### src/rtl/store_align.sv
`default_nettype none
// ============================================================================
// Module      : store_align
// Description : Aligns RISC-V SB/SH/SW stores onto a 32-bit word-addressed
//               write port with byte enables. Crossing stores become two beats
//               when STORE_MISALIGN_SPLIT_EN is defined. Otherwise they are
//               dropped and flagged with a one-cycle misalign_err pulse.
// Revision    : 1.0  initial release
// ============================================================================
module store_align #(
    parameter int AWIDTH = 32
) (
    input  logic              clk,
    input  logic              rst,
    input  logic              st_valid,
    output logic              st_ready,
    input  logic [AWIDTH-1:0] st_addr,
    input  logic [31:0]       st_data,
    input  logic [2:0]        st_func3,
    output logic              mem_valid,
    input  logic              mem_ready,
    output logic [AWIDTH-1:0] mem_addr,
    output logic [31:0]       mem_wdata,
    output logic [3:0]        mem_wbe,
    output logic              misalign_err
);

`ifdef STORE_MISALIGN_SPLIT_EN
    localparam logic C_SPLIT_EN = 1'b1;
`else
    localparam logic C_SPLIT_EN = 1'b0;
`endif

    localparam logic [1:0] ST_IDLE  = 2'd0;
    localparam logic [1:0] ST_BEAT0 = 2'd1;
    localparam logic [1:0] ST_BEAT1 = 2'd2;

    localparam logic [2:0] C_F3_SB = 3'b000;
    localparam logic [2:0] C_F3_SH = 3'b001;
    localparam logic [2:0] C_F3_SW = 3'b010;

    localparam logic [AWIDTH-1:0] C_WORD_STEP = {{(AWIDTH-3){1'b0}}, 3'b100};

    logic [1:0]        r_state;
    logic [1:0]        w_next_state;
    logic [AWIDTH-1:0] r_word_addr;
    logic [3:0]        r_wbe0;
    logic [3:0]        r_wbe1;
    logic [31:0]       r_wdata0;
    logic [31:0]       r_wdata1;
    logic              r_split;
    logic              r_misalign;

    logic              w_accept;
    logic [1:0]        w_off;
    logic [3:0]        w_mask;
    logic [31:0]       w_ext;
    logic [7:0]        w_mask_wide;
    logic [63:0]       w_data_wide;
    logic              w_known;
    logic              w_misalign;
    logic              w_issue;
    logic              w_split;
    logic [3:0]        w_wbe0;
    logic [3:0]        w_wbe1;
    logic [31:0]       w_wdata0;
    logic [31:0]       w_wdata1;

    assign st_ready = (r_state == ST_IDLE) && !rst;
    assign w_accept = st_valid && st_ready;
    assign w_off    = st_addr[1:0];

    // Store is laid out across an 8-lane (two-word) window; the upper four
    // lanes are the second beat when the access crosses a word boundary.
    always_comb begin
        w_mask     = 4'b0000;
        w_ext      = 32'h0;
        w_known    = 1'b0;
        w_misalign = 1'b0;
        case (st_func3)
            C_F3_SB: begin
                w_mask  = 4'b0001;
                w_ext   = {24'h0, st_data[7:0]};
                w_known = 1'b1;
            end
            C_F3_SH: begin
                w_mask     = 4'b0011;
                w_ext      = {16'h0, st_data[15:0]};
                w_known    = 1'b1;
                w_misalign = !C_SPLIT_EN && w_off[0];
            end
            C_F3_SW: begin
                w_mask     = 4'b1111;
                w_ext      = st_data;
                w_known    = 1'b1;
                w_misalign = !C_SPLIT_EN && (w_off != 2'b00);
            end
            default: begin
                w_known = 1'b0;
            end
        endcase
    end

    assign w_mask_wide = {4'b0000, w_mask} << w_off;
    assign w_data_wide = {32'h0, w_ext} << {w_off, 3'b000};
    assign w_issue     = w_known && !w_misalign;
    assign w_split     = C_SPLIT_EN && (w_mask_wide[7:4] != 4'b0000);
    assign w_wbe0      = w_mask_wide[3:0];
    assign w_wbe1      = w_mask_wide[7:4];
    assign w_wdata0    = (st_func3 == C_F3_SB) ? {4{st_data[7:0]}} : w_data_wide[31:0];
    assign w_wdata1    = w_data_wide[63:32];

    always_ff @(posedge clk or posedge rst) begin
        if (rst) begin
            r_state     <= ST_IDLE;
            r_word_addr <= '0;
            r_wbe0      <= 4'b0000;
            r_wbe1      <= 4'b0000;
            r_wdata0    <= 32'h0;
            r_wdata1    <= 32'h0;
            r_split     <= 1'b0;
            r_misalign  <= 1'b0;
        end else begin
            r_state    <= w_next_state;
            r_misalign <= w_accept && w_misalign;
            if (w_accept) begin
                r_word_addr <= {st_addr[AWIDTH-1:2], 2'b00};
                r_wbe0      <= w_wbe0;
                r_wbe1      <= w_wbe1;
                r_wdata0    <= w_wdata0;
                r_wdata1    <= w_wdata1;
                r_split     <= w_split;
            end
        end
    end

    always_comb begin
        w_next_state = r_state;
        case (r_state)
            ST_IDLE:  if (w_accept && w_issue) w_next_state = ST_BEAT0;
            ST_BEAT0: if (mem_ready) w_next_state = r_split ? ST_BEAT1 : ST_IDLE;
            ST_BEAT1: if (mem_ready) w_next_state = ST_IDLE;
            default:  w_next_state = ST_IDLE;
        endcase
    end

    // Outputs are zero outside a beat so idle cycles never carry stale lanes.
    always_comb begin
        mem_valid = 1'b0;
        mem_addr  = '0;
        mem_wbe   = 4'b0000;
        mem_wdata = 32'h0;
        case (r_state)
            ST_BEAT0: begin
                mem_valid = 1'b1;
                mem_addr  = r_word_addr;
                mem_wbe   = r_wbe0;
                mem_wdata = r_wdata0;
            end
            ST_BEAT1: begin
                mem_valid = 1'b1;
                mem_addr  = r_word_addr + C_WORD_STEP;
                mem_wbe   = r_wbe1;
                mem_wdata = r_wdata1;
            end
            default: begin
                mem_valid = 1'b0;
            end
        endcase
    end

    assign misalign_err = r_misalign;

endmodule
`default_nettype wire

### config.mk
export PLATFORM = sky130hd
export DESIGN_NAME = store_align
export DESIGN_NICKNAME = d
export VERILOG_FILES = /design/src/rtl/store_align.sv
export SDC_FILE = /design/constraint.sdc
export NUM_CORES = 1
export LEC_CHECK = 0
export BUFFER_PORTS_ARGS = -buffer_cell sky130_fd_sc_hd__buf_2
export CAP_MARGIN = 20
export CORE_UTILIZATION = 35
export DETAILED_ROUTE_END_ITERATION = 10
export HOLD_SLACK_MARGIN = 0.08
export SKIP_CTS_REPAIR_TIMING = 1
export SYNTH_ARGS = -nofsm -noshare
export SYNTH_HDL_FRONTEND = slang
export SYNTH_SLANG_ARGS = --single-unit
### constraint.sdc
create_clock -name clk -period 2.2 [get_ports clk]
set_input_delay 0.22 -clock clk [delete_from_list [all_inputs] [get_ports clk]]
set_output_delay 0.22 -clock clk [all_outputs]
set_load 0.02 [all_outputs]
==> metrics, run 1 <==
die height 106 um; CTS tree built; Clk pin slew, worst setup/hold paths 0.08 ns; DR WL/cell ~15 um; final WL between 10,000 and 15,000 um; Psw 0.958 mW; Final Skew about 0.009 ns; Filler cells about 1,000; Crit Path Class input port to flip-flop; TritonCTS buffer count 9; GRT Total Usage about a fifth; # diodes 0; DP Wirelength 7800 um; Distinct cells, synth 39; pin count of the biggest net entering global routing 43; row cnt 37; worst-path cell chain dlygate4sd3_1, buf_2, or3b_2, a221oi_1, a21oi_1, a21o_1; Comb power frac roughly 19%; Synth Area in Compound Gates about 15%; Iter 0 DRT Violations 209; simple-gate share of the synthesized area approximately 30%; number of clock sinks 68; WP data arrival 2.27 ns; Pins Over Slew Limit 0; Ports 142; setup TNS 0 ns; peak supply drop approximately 450 uV; outcome completed; #FFs+latches synth 68; Final setup viols 0; DRC 0; CTS H-Tree Depth 3; CTS Buffer Depth 2; Hold Violations, Final 0; switching portion of total power 28.5%; Initial Util 36.3%; total of max-cap violations 0; min-delay worst type input port to flip-flop; antenna violations before repair 0; grt total ovfl 0; headroom to the max-slew limit 52.0%; CP startpoint kind input port; layout cells sized above 1 32.5%; LEAKAGE roughly 2.7 nW; RSZ-0062 raised after global routing no; Final Wtd Congestion 0.834; area grow syn2layout 31.9%; clock share of power 35.6%; Worst EP required 2.44 ns; most common cell after layout, fill and taps aside buf_2; critical-path maximum fanout 29; internal power 2.41 mW; number of vias per cell 4.87; Post-Syn Area ~0.0038 mm^2; root buf cell clkbuf_8; DRT antenna net count 0; CP delay by family, top simple AND/OR/NAND/NOR gates; latest clock arrival within the worst-skew pair around 0.35 ns; sequential power share 45.0%; DR vias 3,494; largest family of logic cells by synthesized area simple AND/OR/NAND/NOR gates; global-route wire length before repair 17,100 um; Final Core Density 47.9%; XOR/XNOR Fraction of Synth Area 0%; commonest non-fill, non-tap cells in the layout buf_2, nand2_1, dfrtp_1; drt pass-1 iters 6; die area 0.0112 mm^2; post-synthesis mux area share 4.52%; Slowest-stage cell, CP or3b_2; # port buffers ~140; final worst path period share ~90%; Buffers & Inverters on Critical Path 2; Worst-Margin Slew 0.721 ns; post-synthesis sequential area ratio 45.2%; Final Net Count about 650; power per cell area slightly below 700 mW/mm^2; maximum clock rate 493 MHz; adder-cell share of the synthesized area 0.565%; average size of a mapped cell 8.80 um^2; CP max stage delay ~0.75 ns; minimum period implied by the final worst setup slack around 2.0 ns; Die W 106 um; core area 0.0104 mm^2; instance count of the mapped netlist 428; Ys Warns 0; Crit. End Element flip-flop; vias in the first global route roughly 3,300
==> final timing paths <==
path / startpoint / to / slack (ns) / cells past startpoint
setup / recovery: rst / r_wdata0[21] / 0.17 / 6
max in group asynchronous: rst / r_state[0] / 1.18 / 4
min in group asynchronous: rst / r_word_addr[14] / 0.53 / 4
hold reg to reg: r_word_addr[29] / r_word_addr[29] / 0.47 / 2
setup reg to reg: r_state[0] / r_wdata0[21] / 0.30 / 4
hold / removal: st_addr[18] / r_word_addr[18] / 0.07 / 3
==> cells by family (layout without fill, tap and decap cells) <==
logic type	count (synthesis)	after routing
multiplexers	16	16
adder cells (fa/ha/maj)	2	2
buffers and inverters	34	186
AO/OA/AOI/OAI	73	73
other	1	2
AND/OR/NAND/NOR	234	234
flip-flops	68	68
==> layout make-up <==
type	instances	area (um^2)	share of cell area [%]
clock buffer	11	151	3.05
sequential	68	1700	34.3
clock inverter	5	83.8	1.69
inverter	3	11.3	0.227
timing repair buffer	167	958	19.3
multi-input combinational	327	1890	38.0
tap	136	170	3.43
==> power groups by stage <==
stage	clock [mW]	sequential [mW]	combinational [mW]
after floorplan	0	1.50	0.434
after global placement	0	1.53	0.620
after detailed placement	0	1.54	0.636
after CTS	1.23	1.51	0.639
after global routing	1.29	1.53	0.732
final	1.20	1.51	0.653
==> metal layers <==
layer / wire (um) / vias up / GRT usage [%]
li1: - / 1736 / -
met1: 5150 / 1619 / 26.9
met2: 4750 / 123 / 30.6
met3: 664 / 16 / 4.64
met4: 179 / 0 / 6.05
met5: 0 / - / 0
==> worst register-to-register path: cells and delay by family, from the launching register on <==
family	cells	cell delay [ns]
compound gates	3	0.60
simple gates	1	0.78
flops	1	0.42
==> cell usage after synthesis (all sizes together) <==
cell | instances | area share, %
nor2b | 1 | 0.17
nor3b | 1 | 0.20
conb | 1 | 0.10
o2111ai | 1 | 0.23
a221oi | 8 | 2.5
o21a | 1 | 0.20
clkbuf | 10 | 1.0
o32a | 8 | 2.1
nor2 | 13 | 1.3
maj3 | 2 | 0.56
a22o | 8 | 1.9
and2 | 66 | 11
o32ai | 1 | 0.23
nand2b | 2 | 0.33
mux2 | 8 | 2.4
or2 | 2 | 0.40
mux2i | 8 | 2.1
a21oi | 19 | 2.6
inv | 3 | 0.30
and3b | 1 | 0.23
or3b | 1 | 0.23
nand2 | 124 | 12
a21o | 8 | 1.6
o21ai | 11 | 1.5
dfrtp | 68 | 45
nor3 | 20 | 3.3
nand3b | 1 | 0.30
nand3 | 2 | 0.27
buf | 21 | 3.6
o22a | 8 | 1.9
==> registers in the layout, summed over array words and instances (netlist names) <==
name	count
r_wbe0	4
r_wdata0	32
r_state	1
r_word_addr	30
misalign_err	1
==> through the flow <==
| stage | instance area [um^2] | hold slack, ns | power, mW | worst slack (ns) | instances |
|---|---|---|---|---|---|
| after floorplan | 3770 | 0.324 | 1.94 | 0.268 | 429 |
| final | 4970 | 0.0665 | 3.36 | 0.173 | 717 |
| after global routing | 4970 | 0.0810 | 3.56 | 0.127 | 717 |
| after global placement | 4560 | 0.336 | 2.15 | 0.356 | 684 |
| after detailed placement | 4570 | 0.346 | 2.17 | 0.300 | 685 |
| after CTS | 4810 | -0.0321 | 3.38 | 0.288 | 701 |
(Power assumes the default switching activity.)
==> run 2, diff against run 1 <==
- REMOVE_ABC_BUFFERS: not set -> 1
==> run 2 against run 1 <==
  * Critical path depth fell by 1
  * Maximum frequency rose by 2.5%
  * Routed wire length fell by 2.0%
  * Sequential share of layout area rose by 0.63 points
  * Non-clock buffer count fell by 5
  * Via count rose by 0.80%
  * Largest cell class unchanged
  * Count of clock-buffer cells in the layout fell by 2
  * Register-to-register slack improved by 0.06 ns
==> metrics, run 2 (synthesized netlist as in run 1, its figures left out) <==
root buf cell clkbuf_8; grt total ovfl 0; final WL 10,500 um; pin count of the biggest net entering global routing 70; Hold Violations, Final 0; Final Core Density 47.0%; Final setup viols 0; final hold slack 0.0741 ns; number of clock sinks 68; routed wl met3 637 um; WP data arrival 2.25 ns; setup TNS 0 ns; maximum clock rate a little over 500 MHz; Clk pin slew, worst setup/hold paths 0.08 ns; Crit. End Element flip-flop; max FFs per register 32; largest reg by FF count r_wdata0; peak supply drop 253 uV; row cnt 37; minimum period implied by the final worst setup slack 1.98 ns; top flop regs r_wdata0: 32 flops, r_word_addr: 30 flops, r_wbe0: 4 flops; latest clock arrival within the worst-skew pair 0.34 ns; outcome completed; CTS Buffer Depth 2; final worst path period share 89.9%; Crit Path Class input port to flip-flop; fin cells around 700; final worst slack 0.222 ns; min-delay worst type input port to flip-flop; Initial Util between 30% and 40%; Final Skew 0.00907 ns; core area 0.0104 mm^2; area grow syn2layout 29.5%; drt pass-1 iters 4; Ports 142; Die W 106 um; number of vias per cell 4.95; # diodes 0; commonest non-fill, non-tap cells in the layout buf_2, nand2_1, dfrtp_1; die area 0.0112 mm^2; CTS tree built; wl on met1 5040 um; pre-CTS WS around 0.37 ns; total of max-cap violations 0; DP Wirelength 7400 um; placed insts between 600 and 700; DR vias ~3,500; layout cells sized above 1 32.3%; Iter 0 DRT Violations 246; critical-path maximum fanout 26; # port buffers 139; most common cell after layout, fill and taps aside buf_2; RSZ-0062 raised after global routing no; LEAKAGE 2.62 nW; die height 106 um; Worst-Margin Slew 0.633 ns; TritonCTS buffer count 9; power per cell area ~650 mW/mm^2; Total Power 3.16 mW; GRT Total Usage a little under a fifth; DR WL/cell roughly 15 um; global-route wire length before repair 16,500 um; CTS H-Tree Depth 3; finished layout cell area approximately 0.0049 mm^2; DP Area 0.00455 mm^2; Worst EP required about 2.5 ns; DRT antenna net count 0; headroom to the max-slew limit 57.8%; Final Net Count 642; CP startpoint kind input port; Final Wtd Congestion 0.808; top sig layer met4; vias in the first global route 3,275; Pins Over Slew Limit 0; DRC 0; antenna violations before repair 0; met2 WL about 4700 um
run 2: metal layers:
layer | track usage, % | up-vias
li1 | - | 1723
met1 | 26.5 | 1645
met2 | 28.8 | 139
met3 | 3.09 | 15
met4 | 7.04 | 0
met5 | 0 | -
run 2: power breakdown:
part / internal [mW] / switching, mW
Clock: 0.517 / 0.491
Combinational: 0.274 / 0.370
Sequential: 1.42 / 0.0875
run 2: final timing paths:
kind,end,slack [ns],from,depth (start not counted)
setup / recovery,r_wdata0[21],0.22,rst,5
min in group asynchronous,r_word_addr[29],0.53,rst,3
hold reg to reg,r_word_addr[28],0.47,r_word_addr[28],2
setup reg to reg,r_wdata0[21],0.36,r_state[0],3
max in group asynchronous,r_wdata0[11],1.03,rst,4
hold / removal,r_word_addr[31],0.07,st_addr[31],3
run 2: critical path, stage by stage:
cell	delay (ns)
dlygate4sd3_1	0.53
buf_2	0.16
or3b_2	0.73
nor3_4	0.43
a21o_1	0.18
run 2: layout make-up:
| class | instances | area, um^2 |
|---|---|---|
| Fill cell | 1060 | 5490 |
| Multi-Input combinational cell | 327 | 1890 |
| Sequential cell | 68 | 1700 |
| Timing Repair Buffer | 162 | 913 |
| Tap cell | 136 | 170 |
| Clock buffer | 9 | 124 |
| Clock inverter | 6 | 66.3 |
| Inverter | 3 | 11.3 |
